## config.mk

```make
export PLATFORM = sky130hd
export DESIGN_NAME = mem_stage
export DESIGN_NICKNAME = d
export VERILOG_FILES = /design/src/rtl/mem_stage.sv
export SDC_FILE = /design/constraint.sdc
export NUM_CORES = 1
export LEC_CHECK = 0
export CAP_MARGIN = 10
export CORE_AREA = 3 3 122 124
export DETAILED_ROUTE_END_ITERATION = 6
export DIE_AREA = 0 0 125 127
export PLACE_DENSITY = 0.78
export SLEW_MARGIN = 20
export SYNTH_ARGS = -nofsm -noshare
export SYNTH_HDL_FRONTEND = slang
export SYNTH_SLANG_ARGS = --single-unit
```

## constraint.sdc

```tcl
create_clock -name clk -period 4.9 [get_ports clk]
set_clock_uncertainty 0.15 [all_clocks]
set_input_delay 1.47 -clock clk [delete_from_list [all_inputs] [get_ports clk]]
set_output_delay 1.47 -clock clk [all_outputs]
set_load 0.005 [all_outputs]
```

## src/rtl/mem_stage.sv

```systemverilog
// ============================================================================
//  Module   : mem_stage
//  Brief    : RISC-V MEM stage: request/ack data-memory port, stall, MEM/WB
//             register, branch resolution.
//  Revision : 1.0 - initial release
// ============================================================================
`default_nettype none

module mem_stage #(
    parameter int MAX_WAIT = 15
) (
    input  logic        clk,
    input  logic        reset,
    input  logic        branch,
    input  logic        MemRead,
    input  logic        MemtoReg,
    input  logic        MemWrite,
    input  logic        RegWrite,
    input  logic [31:0] adderout2,
    input  logic [31:0] ALUresult,
    input  logic        zero,
    input  logic [31:0] Regdata2,
    input  logic [4:0]  writeReg,
    output logic        dmem_req,
    output logic        dmem_we,
    output logic [31:0] dmem_addr,
    output logic [31:0] dmem_wdata,
    input  logic [31:0] dmem_rdata,
    input  logic        dmem_ack,
    output logic        stall,
    output logic        pcsrc,
    output logic [31:0] branch_target,
    output logic        MemtoReg_O,
    output logic        RegWrite_O,
    output logic [31:0] memdata_O,
    output logic [31:0] ALUresult_O,
    output logic [4:0]  writeReg_O,
    output logic        valid_O,
    output logic        misalign_O,
    output logic        timeout_O,
    output logic        err_O
);

    typedef enum logic [0:0] {
        IDLE   = 1'b0,
        ACCESS = 1'b1
    } state_t;

    localparam logic [7:0] C_LAST_WAIT = 8'(MAX_WAIT - 1);

    state_t      state_q, state_d;
    logic [7:0]  wait_q, wait_d;
    logic        dmem_req_q, dmem_req_d;
    logic        dmem_we_q, dmem_we_d;
    logic [31:0] dmem_addr_q, dmem_addr_d;
    logic [31:0] dmem_wdata_q, dmem_wdata_d;
    logic        memtoreg_q, memtoreg_d;
    logic        regwrite_q, regwrite_d;
    logic [31:0] memdata_q, memdata_d;
    logic [31:0] aluresult_q, aluresult_d;
    logic [4:0]  writereg_q, writereg_d;
    logic        valid_q, valid_d;
    logic        misalign_q, misalign_d;
    logic        timeout_q, timeout_d;
    logic        err_q, err_d;

    logic w_memop;
    logic w_aligned;
    logic w_timeout_now;

    assign w_memop       = MemRead | MemWrite;
    assign w_aligned     = (ALUresult[1:0] == 2'b00);
    assign w_timeout_now = (state_q == ACCESS) && !dmem_ack && (wait_q == C_LAST_WAIT);

    assign stall = ((state_q == IDLE) && w_memop && w_aligned)
                 | ((state_q == ACCESS) && !dmem_ack && !w_timeout_now);

    assign pcsrc         = branch & zero;
    assign branch_target = adderout2;

    always_comb begin
        state_d      = state_q;
        wait_d       = wait_q;
        dmem_req_d   = dmem_req_q;
        dmem_we_d    = dmem_we_q;
        dmem_addr_d  = dmem_addr_q;
        dmem_wdata_d = dmem_wdata_q;
        // MEM/WB defaults to a bubble; only completing instructions overwrite it
        memtoreg_d   = 1'b0;
        regwrite_d   = 1'b0;
        memdata_d    = 32'h0;
        aluresult_d  = 32'h0;
        writereg_d   = 5'h0;
        valid_d      = 1'b0;
        misalign_d   = 1'b0;
        timeout_d    = 1'b0;
        err_d        = err_q;

        case (state_q)
            IDLE: begin
                if (w_memop && w_aligned) begin
                    state_d      = ACCESS;
                    wait_d       = 8'h0;
                    dmem_req_d   = 1'b1;
                    dmem_we_d    = MemWrite;
                    dmem_addr_d  = {ALUresult[31:2], 2'b00};
                    dmem_wdata_d = Regdata2;
                end else if (w_memop) begin
                    misalign_d = 1'b1;
                    err_d      = 1'b1;
                end else begin
                    memtoreg_d  = MemtoReg;
                    regwrite_d  = RegWrite;
                    aluresult_d = ALUresult;
                    writereg_d  = writeReg;
                    valid_d     = 1'b1;
                end
            end
            ACCESS: begin
                // ack takes priority over a timeout landing on the same cycle
                if (dmem_ack) begin
                    state_d     = IDLE;
                    dmem_req_d  = 1'b0;
                    memtoreg_d  = MemtoReg;
                    regwrite_d  = RegWrite;
                    aluresult_d = ALUresult;
                    writereg_d  = writeReg;
                    memdata_d   = dmem_we_q ? 32'h0 : dmem_rdata;
                    valid_d     = 1'b1;
                end else if (w_timeout_now) begin
                    state_d    = IDLE;
                    dmem_req_d = 1'b0;
                    timeout_d  = 1'b1;
                    err_d      = 1'b1;
                end else begin
                    wait_d = wait_q + 8'd1;
                end
            end
            default: state_d = IDLE;
        endcase
    end

    always_ff @(posedge clk) begin
        if (reset) begin
            state_q      <= IDLE;
            wait_q       <= 8'h0;
            dmem_req_q   <= 1'b0;
            dmem_we_q    <= 1'b0;
            dmem_addr_q  <= 32'h0;
            dmem_wdata_q <= 32'h0;
            memtoreg_q   <= 1'b0;
            regwrite_q   <= 1'b0;
            memdata_q    <= 32'h0;
            aluresult_q  <= 32'h0;
            writereg_q   <= 5'h0;
            valid_q      <= 1'b0;
            misalign_q   <= 1'b0;
            timeout_q    <= 1'b0;
            err_q        <= 1'b0;
        end else begin
            state_q      <= state_d;
            wait_q       <= wait_d;
            dmem_req_q   <= dmem_req_d;
            dmem_we_q    <= dmem_we_d;
            dmem_addr_q  <= dmem_addr_d;
            dmem_wdata_q <= dmem_wdata_d;
            memtoreg_q   <= memtoreg_d;
            regwrite_q   <= regwrite_d;
            memdata_q    <= memdata_d;
            aluresult_q  <= aluresult_d;
            writereg_q   <= writereg_d;
            valid_q      <= valid_d;
            misalign_q   <= misalign_d;
            timeout_q    <= timeout_d;
            err_q        <= err_d;
        end
    end

    assign dmem_req    = dmem_req_q;
    assign dmem_we     = dmem_we_q;
    assign dmem_addr   = dmem_addr_q;
    assign dmem_wdata  = dmem_wdata_q;
    assign MemtoReg_O  = memtoreg_q;
    assign RegWrite_O  = regwrite_q;
    assign memdata_O   = memdata_q;
    assign ALUresult_O = aluresult_q;
    assign writeReg_O  = writereg_q;
    assign valid_O     = valid_q;
    assign misalign_O  = misalign_q;
    assign timeout_O   = timeout_q;
    assign err_O       = err_q;

endmodule

`default_nettype wire

```

After elaboration in Yosys (flattened, before gate mapping):

Index checks and enable logic that the tools add are counted.

* bits in registers: 148
* bits of input ports: 142
* output and inout port bits: 175

* $add $sub $neg: 1
* equal/unequal tests: 8
* multiplexer cells: 39
* bitwise gates (word level): 5
* reduce and logical (&&, ||, !) cells: 16

Operators by type and width (count)
* 32-bit two-way mux: 3
* 32-bit one-hot mux with 2 select lines: 1
* 8-bit two-way mux: 3
* 1-bit two-way mux: 21
* 8-bit one-hot mux with 2 select lines: 1
* 5-bit two-way mux: 3
* 1-bit one-hot mux with 2 select lines: 6
* 5-bit one-hot mux with 2 select lines: 1
* 8-bit by 1-bit adder with 8-bit output (second input constant): 1
* 8-bit by 4-bit == test with 1-bit output (second input constant): 1
* 2-bit != test (second input constant): 4
* 1-bit logical AND: 6
* 3-bit OR reduction: 2
* 2-bit by 1-bit != test with 1-bit output (second input constant): 2
* 2-bit AND reduction: 2
* 4-bit AND reduction: 1
* 4-bit OR reduction: 1
* 3-bit by 2-bit != test with 1-bit output (second input constant): 1
* 3-bit AND reduction: 1
* 1-bit logical NOT: 2
* 2-bit logical NOT: 1
* 1-bit NOT: 2
* 1-bit bitwise OR: 2
* 1-bit AND: 1

Depth between registers and ports, before layout:

Gate-level depths: netlist (run 1).

* depth after elaboration: 6
* gate-level depth with buffers: 6
* mapped depth without buffers: 5

Least setup slack after synthesis (run 1):

OpenSTA, ideal clock, no wires.

* path type: input to output
* start point: input port MemWrite
* end point: output port stall
* data arrival time: 2281 ps
* slack: 999 ps
* stages on the path: 5
* cell sequence: o21ba_2 nand2_1 buf_2 buf_2 nand2_1

* longest elaborated chain between the ends: 4

RTL lines
* start: declaration: RTL line 17 `input logic MemWrite,`
* 1-bit bitwise OR: RTL line 71 `assign w_memop = MemRead | MemWrite;`
* 1-bit logical AND (2 in series): RTL line 75 `assign stall = ((state_q == IDLE) && w_memop && w_aligned)`
* 1-bit bitwise OR: RTL line 76 `| ((state_q == ACCESS) && !dmem_ack && !w_timeout_now);`
* end: declaration: RTL line 30 `output logic stall,`

Every way passes these cells.

Final worst setup path (run 1):

* start point: input port ALUresult[0]
* end point: output port stall

* longest elaborated chain between the ends: 3

RTL lines
* start: declaration: RTL line 20 `input logic [31:0] ALUresult,`
* 2-bit logical NOT: RTL line 72 `assign w_aligned = (ALUresult[1:0] == 2'b00);`
* 1-bit logical AND: RTL line 75
* 1-bit bitwise OR: RTL line 76

Every way passes these cells.

==> flow_summary.ini, run 1 <==
[yosys]
post-synth-top-area-fraction = 0.596
synthesis.area_um2 = 4970
synth.distinct_cells = 37
synth_async_sr_flop_share = 0
synth.largest_area_cell = sky130_fd_sc_hd__dfxtp_1
most_frequent_cell_after_synthesis = sky130_fd_sc_hd__dfxtp_1
synth_seq_cells = 148
synthesis.instances = 534
yosysWarningCount = 0
ys_top_cells_by_area = sky130_fd_sc_hd__dfxtp_1, sky130_fd_sc_hd__nand2_1, sky130_fd_sc_hd__and2_1, sky130_fd_sc_hd__a21oi_1, sky130_fd_sc_hd__buf_4
ys_seq_area_frac = 0.596
synth.avg_cell_area_um2 = 9.31
synth.top_cells.by_count = sky130_fd_sc_hd__dfxtp_1, sky130_fd_sc_hd__nand2_1, sky130_fd_sc_hd__a21oi_1, sky130_fd_sc_hd__and2_1, sky130_fd_sc_hd__buf_4
post_synth_edffs = 0
synthFlopType = sky130_fd_sc_hd__dfxtp_1

[route]
wl_per_cell_um = 14.7
avgViaCountPerCell = 4.52
drt_iter0_drc = 122
route.detailed.drc = 0
vias = 4234
antenna_left = 0
drt_first_pass_iters = 4
wire_length_after_detailed_routing_mm = 13.8

[finish]
register_area_um2 = 2960
final_cell_area_um2 = 7970
layout.filler_cells = 1212
area_delta_synth_final_pct = 60.4
num_antenna_cells = 0
layout.nets = 888
layout-drive-gt1-share = 0.0568
multi_input_comb_area_um2 = 1620

[sta]
worst_slack_ps = 328
whs_ps = 302
final_min_period_over_clock_period = 0.933
clock.fmax_mhz = 219
timing.final.max_slew_violations = 0
final_period_minus_worst_setup_slack_ps = 4570
fin_setup_tns_ps = 0
grt_setup_unrepaired = no
relSlewSlack = 0.482
report.final.hold_viol_count = 0
worst_pin_slew_ps = 777
setup_viol = 0

[worst_hold_path]
holdCritPathClass = flop to flop
min_delay_worst_endpoint = dmem_wdata[5]$_SDFFE_PP0P_
min_delay_path_depth = 2
hold_path.startpoint = dmem_wdata[5]$_SDFFE_PP0P_

[clock_tree]
number_of_sinks_handled_by_clock_tree_synthesis = 148
htreeDepth = 4
clock_latency_at_the_later_pin_of_the_worst_skew_pair_ps = 410
clockBufferDepth = 2
cts_hold_buf = 0
cts_tree = built
clkSlewWorstSetupHoldPaths_ps = 60
post_cts.resized_instances = 0
clock_tree.root_cell = sky130_fd_sc_hd__clkbuf_16
tritoncts.num_buffers = 17
cts_post_setup_buffers_inserted = 0

[power]
cellLeakagePower_nw = 2.97
p_per_area_nw_per_um2 = 362
vdd.ir_drop.worst_mv = 0.193

[global_route]
global_route_wire_length_before_repair_mm = 21.1
grt_start_max_net_pins = 69
groute.usage.overall = 0.170
gr-total-overflow = 0
grt_pass1_vias = 4006
antenna_found_initial = 0

[setup_path]
reg2reg_setup_slack_ps = 2950
required_ps = 3280
worstSetupStartpointType = primary input
cp-end-kind = output pin
crit_arrival_ps = 2950
worstSetupPathType = primary input to output pin
reg2reg_to = wait_q[3]$_SDFFE_PP0P_
worstReg2RegStart = state_q$_SDFF_PP0_
timing.reg2reg.worst_path_depth = 5
worst-path-max-fanout = 5

[placement]
finalWeightedCongestion = 0.818
hpwl_after_detailed_placement_mm = 9.77
numPortBuffers = 250
dpl-instance-area_um2 = 7350
dp_worst_setup_slack_ps = 333

[die]
initial_core_util = 0.358
die_span_x_um = 125
design.portCount = 317
die_height_um = 127
dieArea_um2 = 15900
core.rowCount = 43
core_region_area_um2 = 13900

[outcome]
status = finished, final reports clean

[flow_run]
timing.max_cap.violations = 0
==> cells by family (layout without fill, tap and decap cells) <==
logic type / Yosys count / after routing / share of synthesized area
buffers and inverters: 68 / 290 / 0.0823
AOI/OAI and AO/OA: 85 / 85 / 0.0929
other: 1 / 2 / 0.000754
xor gates and xnor gates: 1 / 1 / 0.00176
and+or+nand+nor: 229 / 229 / 0.221
adders and majority gates: 2 / 2 / 0.00503
DFF: 148 / 148 / 0.596
==> critical path, stage by stage <==
cell	delay, ps
sky130_fd_sc_hd__clkdlybuf4s50_1	450
sky130_fd_sc_hd__nor2_1	290
sky130_fd_sc_hd__nand2_2	100
sky130_fd_sc_hd__nand2_1	100
sky130_fd_sc_hd__clkdlybuf4s50_1	540
==> metal layers <==
| metal | GRT usage | wire, um | share of wire |
|---|---|---|---|
| met1 | 0.180 | 5330 | 0.39 |
| met2 | 0.304 | 6980 | 0.51 |
| met3 | 0.0606 | 1210 | 0.088 |
| met4 | 0.0759 | 275 | 0.020 |
| met5 | 0 | 0 | 0 |
==> worst max path at each step <==
stage                             from     to
final                     ALUresult[0]  stall
after global routing      ALUresult[0]  stall
after detailed placement  ALUresult[1]  stall
after CTS                 ALUresult[1]  stall
after global placement    ALUresult[1]  stall
after floorplan               MemWrite  stall
==> per-stage QoR <==
stage	util	power, mW	std cells
after floorplan	-	1.39	535
after global placement	0.529	1.55	905
after detailed placement	0.529	1.56	905
after CTS	0.574	2.92	937
after global routing	0.574	3.00	937
final	0.574	2.89	937
==> sequential cells by signal (all words and copies together), names as in the netlist, 5 cells and up <==
register	cells
ALUresult_O	32
dmem_addr	30
dmem_wdata	32
memdata_O	32
wait_q	8
writeReg_O	5
==> report_power, final <==
group,internal [mW],leakage (nW),switching (mW)
logic,0.169,1.47,0.0986
clock network,0.865,0.303,0.496
registers,1.24,1.20,0.0167
total,2.28,2.97,0.611
==> area by class of cell <==
| type | count | area share |
|---|---|---|
| clock inverter | 13 | 0.0228 |
| tap | 180 | 0.0282 |
| clock buffer | 19 | 0.0555 |
| inverter | 3 | 0.00141 |
| multi-input combinational | 319 | 0.203 |
| sequential | 148 | 0.372 |
| timing repair buffer | 255 | 0.318 |
==> layout by cell type, fill, tap and decap left out, types with 3 or more instances in the layout <==
master	Yosys	layout
sky130_fd_sc_hd__nand2_1	131	130
sky130_fd_sc_hd__and2_1	72	72
sky130_fd_sc_hd__nand4_1	4	4
sky130_fd_sc_hd__nand3_1	3	3
sky130_fd_sc_hd__or3_1	3	3
sky130_fd_sc_hd__dfxtp_1	148	148
sky130_fd_sc_hd__o21ai_0	3	3
sky130_fd_sc_hd__a21oi_1	72	72
sky130_fd_sc_hd__clkdlybuf4s50_1	0	249
sky130_fd_sc_hd__nor2_1	4	4
sky130_fd_sc_hd__clkinv_2	0	4
sky130_fd_sc_hd__clkbuf_16	0	17
sky130_fd_sc_hd__bufinv_16	0	4
sky130_fd_sc_hd__inv_1	3	3
sky130_fd_sc_hd__buf_4	34	5
Note: power is estimated with default switching activity, not from simulation.
==> run 2: changes to the inputs <==
CORE_AREA = not set   (was 3 3 122 124)
CORE_ASPECT_RATIO = 0.6   (was not set)
CORE_MARGIN = 3   (was not set)
CORE_UTILIZATION = 38   (was not set)
DIE_AREA = not set   (was 0 0 125 127)
PLACE_DENSITY = 0.83   (was 0.78)
==> run 2 against run 1 <==
Effect of this change:
- power fell by 3.2%
- routed wire length rose by 4.8%
- sequential power barely moved
- fmax fell by 2.9%
- clock-buffer cell count fell by 1
- sequential share of layout area rose by 0.26 points
- non-clock buffer count rose by 1
- critical endpoint unchanged
==> flow_summary.ini, run 2 (synthesized netlist as in run 1, its figures left out) <==
[setup_path]
critical-path-max-stage-delay_ps = 500
crit_arrival_ps = 3090
timing.critical_path.mode_cell = sky130_fd_sc_hd__clkdlybuf4s50_1
cp-end-kind = output pin
worst-path-max-fanout = 5
worstSetupStartpointType = primary input
timing.critical_path.slowest_stage_cell = sky130_fd_sc_hd__clkdlybuf4s50_1
required_ps = 3280
worstPathCellList = clkdlybuf4s50_1 -> nor2_1 -> nand2_2 -> nand2_1 -> clkdlybuf4s50_1
worstSetupPathType = primary input to output pin

[power]
power.net_switching_mw = 0.654
cell_internal_pwr_mw = 2.14
pwr-share-comb = 0.097
vdd.ir_drop.worst_mv = 0.215
p_per_area_nw_per_um2 = 353
p_clk_frac = 0.452
power_mw = 2.80
pwr-share-seq = 0.451
power_switching_share = 0.234
cellLeakagePower_nw = 2.95

[placement]
finalWeightedCongestion = 0.856
dpl-instance-area_um2 = 7340
cell_count_after_placement = 891
hpwl_after_detailed_placement_mm = 10.7
numPortBuffers = 250

[sta]
final_min_period_over_clock_period = 0.961
relSlewSlack = 0.519
final_period_minus_worst_setup_slack_ps = 4710
report.final.hold_viol_count = 0
worst_pin_slew_ps = 722
setup_viol = 0
whs_ps = 303
timing.final.max_slew_violations = 0
grt_setup_unrepaired = no
clock.fmax_mhz = 212
fin_setup_tns_ps = 0

[route]
drt_first_pass_iters = 4
drt_iter0_drc = 187
route.detailed.drc = 0
antenna_left = 0
wire_length_after_detailed_routing_mm = 14.5
avgViaCountPerCell = 4.65
wl_per_cell_um = 15.7
vias = 4294

[clock_tree]
clockBufferDepth = 2
post_cts.resized_instances = 0
htreeDepth = 4
cts_post_setup_buffers_inserted = 0
clock_latency_at_the_later_pin_of_the_worst_skew_pair_ps = 400
number_of_sinks_handled_by_clock_tree_synthesis = 148
tritoncts.num_buffers = 17
clock_tree.root_cell = sky130_fd_sc_hd__clkbuf_16
clkSlewWorstSetupHoldPaths_ps = 60
cts_hold_buf = 0
cts_tree = built

[global_route]
global_route_wire_length_before_repair_mm = 22.9
grt_pass1_vias = 4337
groute.usage.overall = 0.196
gr-total-overflow = 0
grt_start_max_net_pins = 69
antenna_found_initial = 0

[die]
dieArea_um2 = 14500
core_region_area_um2 = 12400
core.rowCount = 31
die_height_um = 94.6
initial_core_util = 0.401
design.portCount = 317
die_span_x_um = 154

[finish]
layout.nets = 889
layout-drive-gt1-share = 0.0594
area_delta_synth_final_pct = 59.3
finalNonFillerCells = 923
most_common_cell_after_layout_fill_and_taps_aside = sky130_fd_sc_hd__clkdlybuf4s50_1
final_cell_mix = sky130_fd_sc_hd__clkdlybuf4s50_1, sky130_fd_sc_hd__dfxtp_1, sky130_fd_sc_hd__nand2_1, sky130_fd_sc_hd__and2_1, sky130_fd_sc_hd__a21oi_1
num_antenna_cells = 0
final_cell_area_um2 = 7920

[outcome]
status = finished, final reports clean

[worst_hold_path]
holdCritPathClass = flop to flop

[flow_run]
timing.max_cap.violations = 0
run 2: path summary, 6_finish.rpt:
check | from | end | slack, ps | depth (start not counted)
worst max-delay path | ALUresult[1] | stall | 190 | 5
worst min-delay path | dmem_wdata[17]$_SDFFE_PP0P_ | dmem_wdata[17]$_SDFFE_PP0P_ | 300 | 2
worst max register to register | state_q$_SDFF_PP0_ | dmem_addr[11]$_SDFFE_PP0P_ | 2980 | 5
worst min register to register | dmem_wdata[17]$_SDFFE_PP0P_ | dmem_wdata[17]$_SDFFE_PP0P_ | 300 | 2
run 2: final cells by class:
| type | count | area (um^2) |
|---|---|---|
| inverter | 3 | 11.3 |
| sequential | 148 | 2960 |
| multi-input combinational | 319 | 1620 |
| tap | 165 | 206 |
| fill | 973 | 4490 |
| clock buffer | 18 | 439 |
| timing repair buffer | 256 | 2540 |
| clock inverter | 14 | 141 |
run 2: power by group through the flow:
| stage | registers (mW) | clock network (mW) | logic [mW] |
|---|---|---|---|
| 2_1_floorplan | 1.29 | 0 | 0.0951 |
| 3_3_place_gp | 1.29 | 0 | 0.267 |
| 3_5_place_dp | 1.29 | 0 | 0.271 |
| 4_1_cts | 1.26 | 1.29 | 0.273 |
| 5_1_grt | 1.27 | 1.34 | 0.293 |
| 6_report | 1.26 | 1.26 | 0.271 |
run 2: metal layers:
layer / wire, um / vias up / part of all wire / GRT usage
met5: 0 / - / 0 / 0
met4: 73 / 0 / 0.0050 / 0.0536
met3: 1300 / 12 / 0.090 / 0.0751
met2: 6950 / 203 / 0.48 / 0.328
met1: 6140 / 1978 / 0.42 / 0.240
li1: - / 2101 / - / -
run 2: critical path, delay by kind of cell:
family | cells | cell delay (ps)
AND/OR/NAND/NOR | 3 | 630
buffers and inverters | 2 | 980
run 2: metrics by stage:
| step | setup WS, ps | util |
|---|---|---|
| after floorplan | 999 | - |
| after global placement | 302 | 0.591 |
| after detailed placement | 211 | 0.591 |
| after CTS | 209 | 0.638 |
| after global routing | 113 | 0.638 |
| final | 189 | 0.638 |
==> run 3: changes to the inputs <==
TNS_END_PERCENT = 30   (was not set)
clock period = 5.5 ns   (was 4.9 ns; I/O delays follow)
==> run 3 against run 2 <==
Effect of this change:
- cell count is 0.22% lower
- sequential power down 10%
- combinational power is 12% lower
- register-to-register slack gained 450 ps
- worst setup slack improved by 320 ps
- cell area decreased by 0.19%
- die area stayed put
- hold slack about the same
- first-iteration DRC count did not move
==> flow_summary.ini, run 3 (synthesized netlist as in run 1, its figures left out) <==
[outcome]
status = finished, final reports clean

[route]
wire_length_after_detailed_routing_mm = 14.4
antenna_left = 0
wl_per_cell_um = 15.6
drt_iter0_drc = 187
route.detailed.drc = 0
avgViaCountPerCell = 4.66
vias = 4294
drt_first_pass_iters = 4

[finish]
area_delta_synth_final_pct = 59.0
most_common_cell_after_layout_fill_and_taps_aside = sky130_fd_sc_hd__clkdlybuf4s50_1
num_antenna_cells = 0
final_cell_mix = sky130_fd_sc_hd__clkdlybuf4s50_1, sky130_fd_sc_hd__dfxtp_1, sky130_fd_sc_hd__nand2_1, sky130_fd_sc_hd__and2_1, sky130_fd_sc_hd__a21oi_1
layout.nets = 888
finalNonFillerCells = 921
layout-drive-gt1-share = 0.0569

[flow_run]
timing.max_cap.violations = 0

[clock_tree]
clockBufferDepth = 2
number_of_sinks_handled_by_clock_tree_synthesis = 148
clkSlewWorstSetupHoldPaths_ps = 60
clock_tree.root_cell = sky130_fd_sc_hd__clkbuf_16
htreeDepth = 4
clock_latency_at_the_later_pin_of_the_worst_skew_pair_ps = 400
cts_hold_buf = 0
tritoncts.num_buffers = 17
cts_tree = built
cts_post_setup_buffers_inserted = 0
post_cts.resized_instances = 0

[power]
vdd.ir_drop.worst_mv = 0.214
p_per_area_nw_per_um2 = 313
cellLeakagePower_nw = 2.95

[setup_path]
critical-path-max-stage-delay_ps = 510
worstSetupStartpointType = primary input
worstReg2RegStart = state_q$_SDFF_PP0_
worstSetupPathType = primary input to output pin
cell_family_with_the_largest_share_of_critical_path_delay = buffers and inverters
crit_arrival_ps = 3190
worst-path-max-fanout = 11
reg2reg_setup_slack_ps = 3430
cp-end-kind = output pin
worstPathCellList = clkdlybuf4s50_1 -> nand2b_1 -> a31o_1 -> nand2_1 -> clkdlybuf4s50_1
timing.critical_path.slowest_stage_cell = sky130_fd_sc_hd__clkdlybuf4s50_1
critical_path_buf_inv_count = 2
timing.critical_path.mode_cell = sky130_fd_sc_hd__clkdlybuf4s50_1
critical_path.startpoint = dmem_ack
required_ps = 3700

[worst_hold_path]
hold_path.startpoint = dmem_wdata[27]$_SDFFE_PP0P_
holdCritPathClass = flop to flop

[global_route]
groute.usage.overall = 0.190
grt_start_max_net_pins = 74
global_route_wire_length_before_repair_mm = 22.0
antenna_found_initial = 0
grt_pass1_vias = 4241
gr-total-overflow = 0

[placement]
cell_count_after_placement = 890
numPortBuffers = 250
finalWeightedCongestion = 0.810
hpwl_after_detailed_placement_mm = 10.8

[sta]
worst_pin_slew_ps = 817
report.final.hold_viol_count = 0
grt_setup_unrepaired = no
clock.fmax_mhz = 200
setup_viol = 0
final_period_minus_worst_setup_slack_ps = 4990
timing.final.max_slew_violations = 0
final_min_period_over_clock_period = 0.908
relSlewSlack = 0.453
fin_setup_tns_ps = 0

[die]
dieArea_um2 = 14500
core.rowCount = 31
core_region_area_um2 = 12400
die_height_um = 94.6
initial_core_util = 0.401
design.portCount = 317
die_span_x_um = 154
## run 3: changes by cell type in the layout (fill, tap and decap cells not counted)
cell / change
sky130_fd_sc_hd__clkinvlp_4: -1
sky130_fd_sc_hd__clkbuf_8: +1
sky130_fd_sc_hd__inv_8: -2
sky130_fd_sc_hd__clkinv_4: +1
sky130_fd_sc_hd__buf_4: -1
## run 3: layout make-up
class	count	area (um^2)
Clock inverter	12	120
Clock buffer	19	453
Tap cell	165	206
Sequential cell	148	2960
Fill cell	954	4510
Multi-Input combinational cell	319	1620
Timing Repair Buffer	255	2530
Inverter	3	11.3
## run 3: worst min-delay path: cells and delay by family (launching register included)
kind / cells / cell delay, ps
AO/OA/AOI/OAI: 1 / 50
flip-flops: 1 / 310
AND/OR/NAND/NOR: 1 / 50
## run 3: routing by layer
metal  share of wire  global-route usage  vias up  routed length [um]
met1            0.42               0.232     1978                6000
met4           0.013              0.0632        0                 190
met5               0                   0        -                   0
li1                -                   -     2093                   -
met2            0.47               0.305      203                6770
met3            0.10              0.0792       20                1440
## run 3: worst paths after layout
path / endpoint / cells past startpoint
max: stall / 5
max reg2reg: ALUresult_O[14]$_SDFF_PP0_ / 4
min reg2reg: dmem_wdata[27]$_SDFFE_PP0P_ / 2
min: dmem_wdata[27]$_SDFFE_PP0P_ / 2
## run 3: power breakdown
group          internal (mW)  switching [mW]  leakage, nW
Combinational          0.151          0.0887         1.47
Clock                  0.653           0.456        0.277
Sequential              1.11          0.0166         1.20
Total                   1.91           0.561         2.95
## run 3: per-stage QoR
step | hold slack, ps | setup WS [ps] | power, mW | instance area (um^2) | util
floorplan | 303 | 1240 | 1.23 | 4970 | -
global placement | 291 | 550 | 1.38 | 7330 | 0.591
detailed placement | 298 | 519 | 1.39 | 7330 | 0.591
CTS | 306 | 515 | 2.50 | 7900 | 0.637
global route | 325 | 421 | 2.57 | 7900 | 0.637
finish | 303 | 507 | 2.47 | 7900 | 0.637
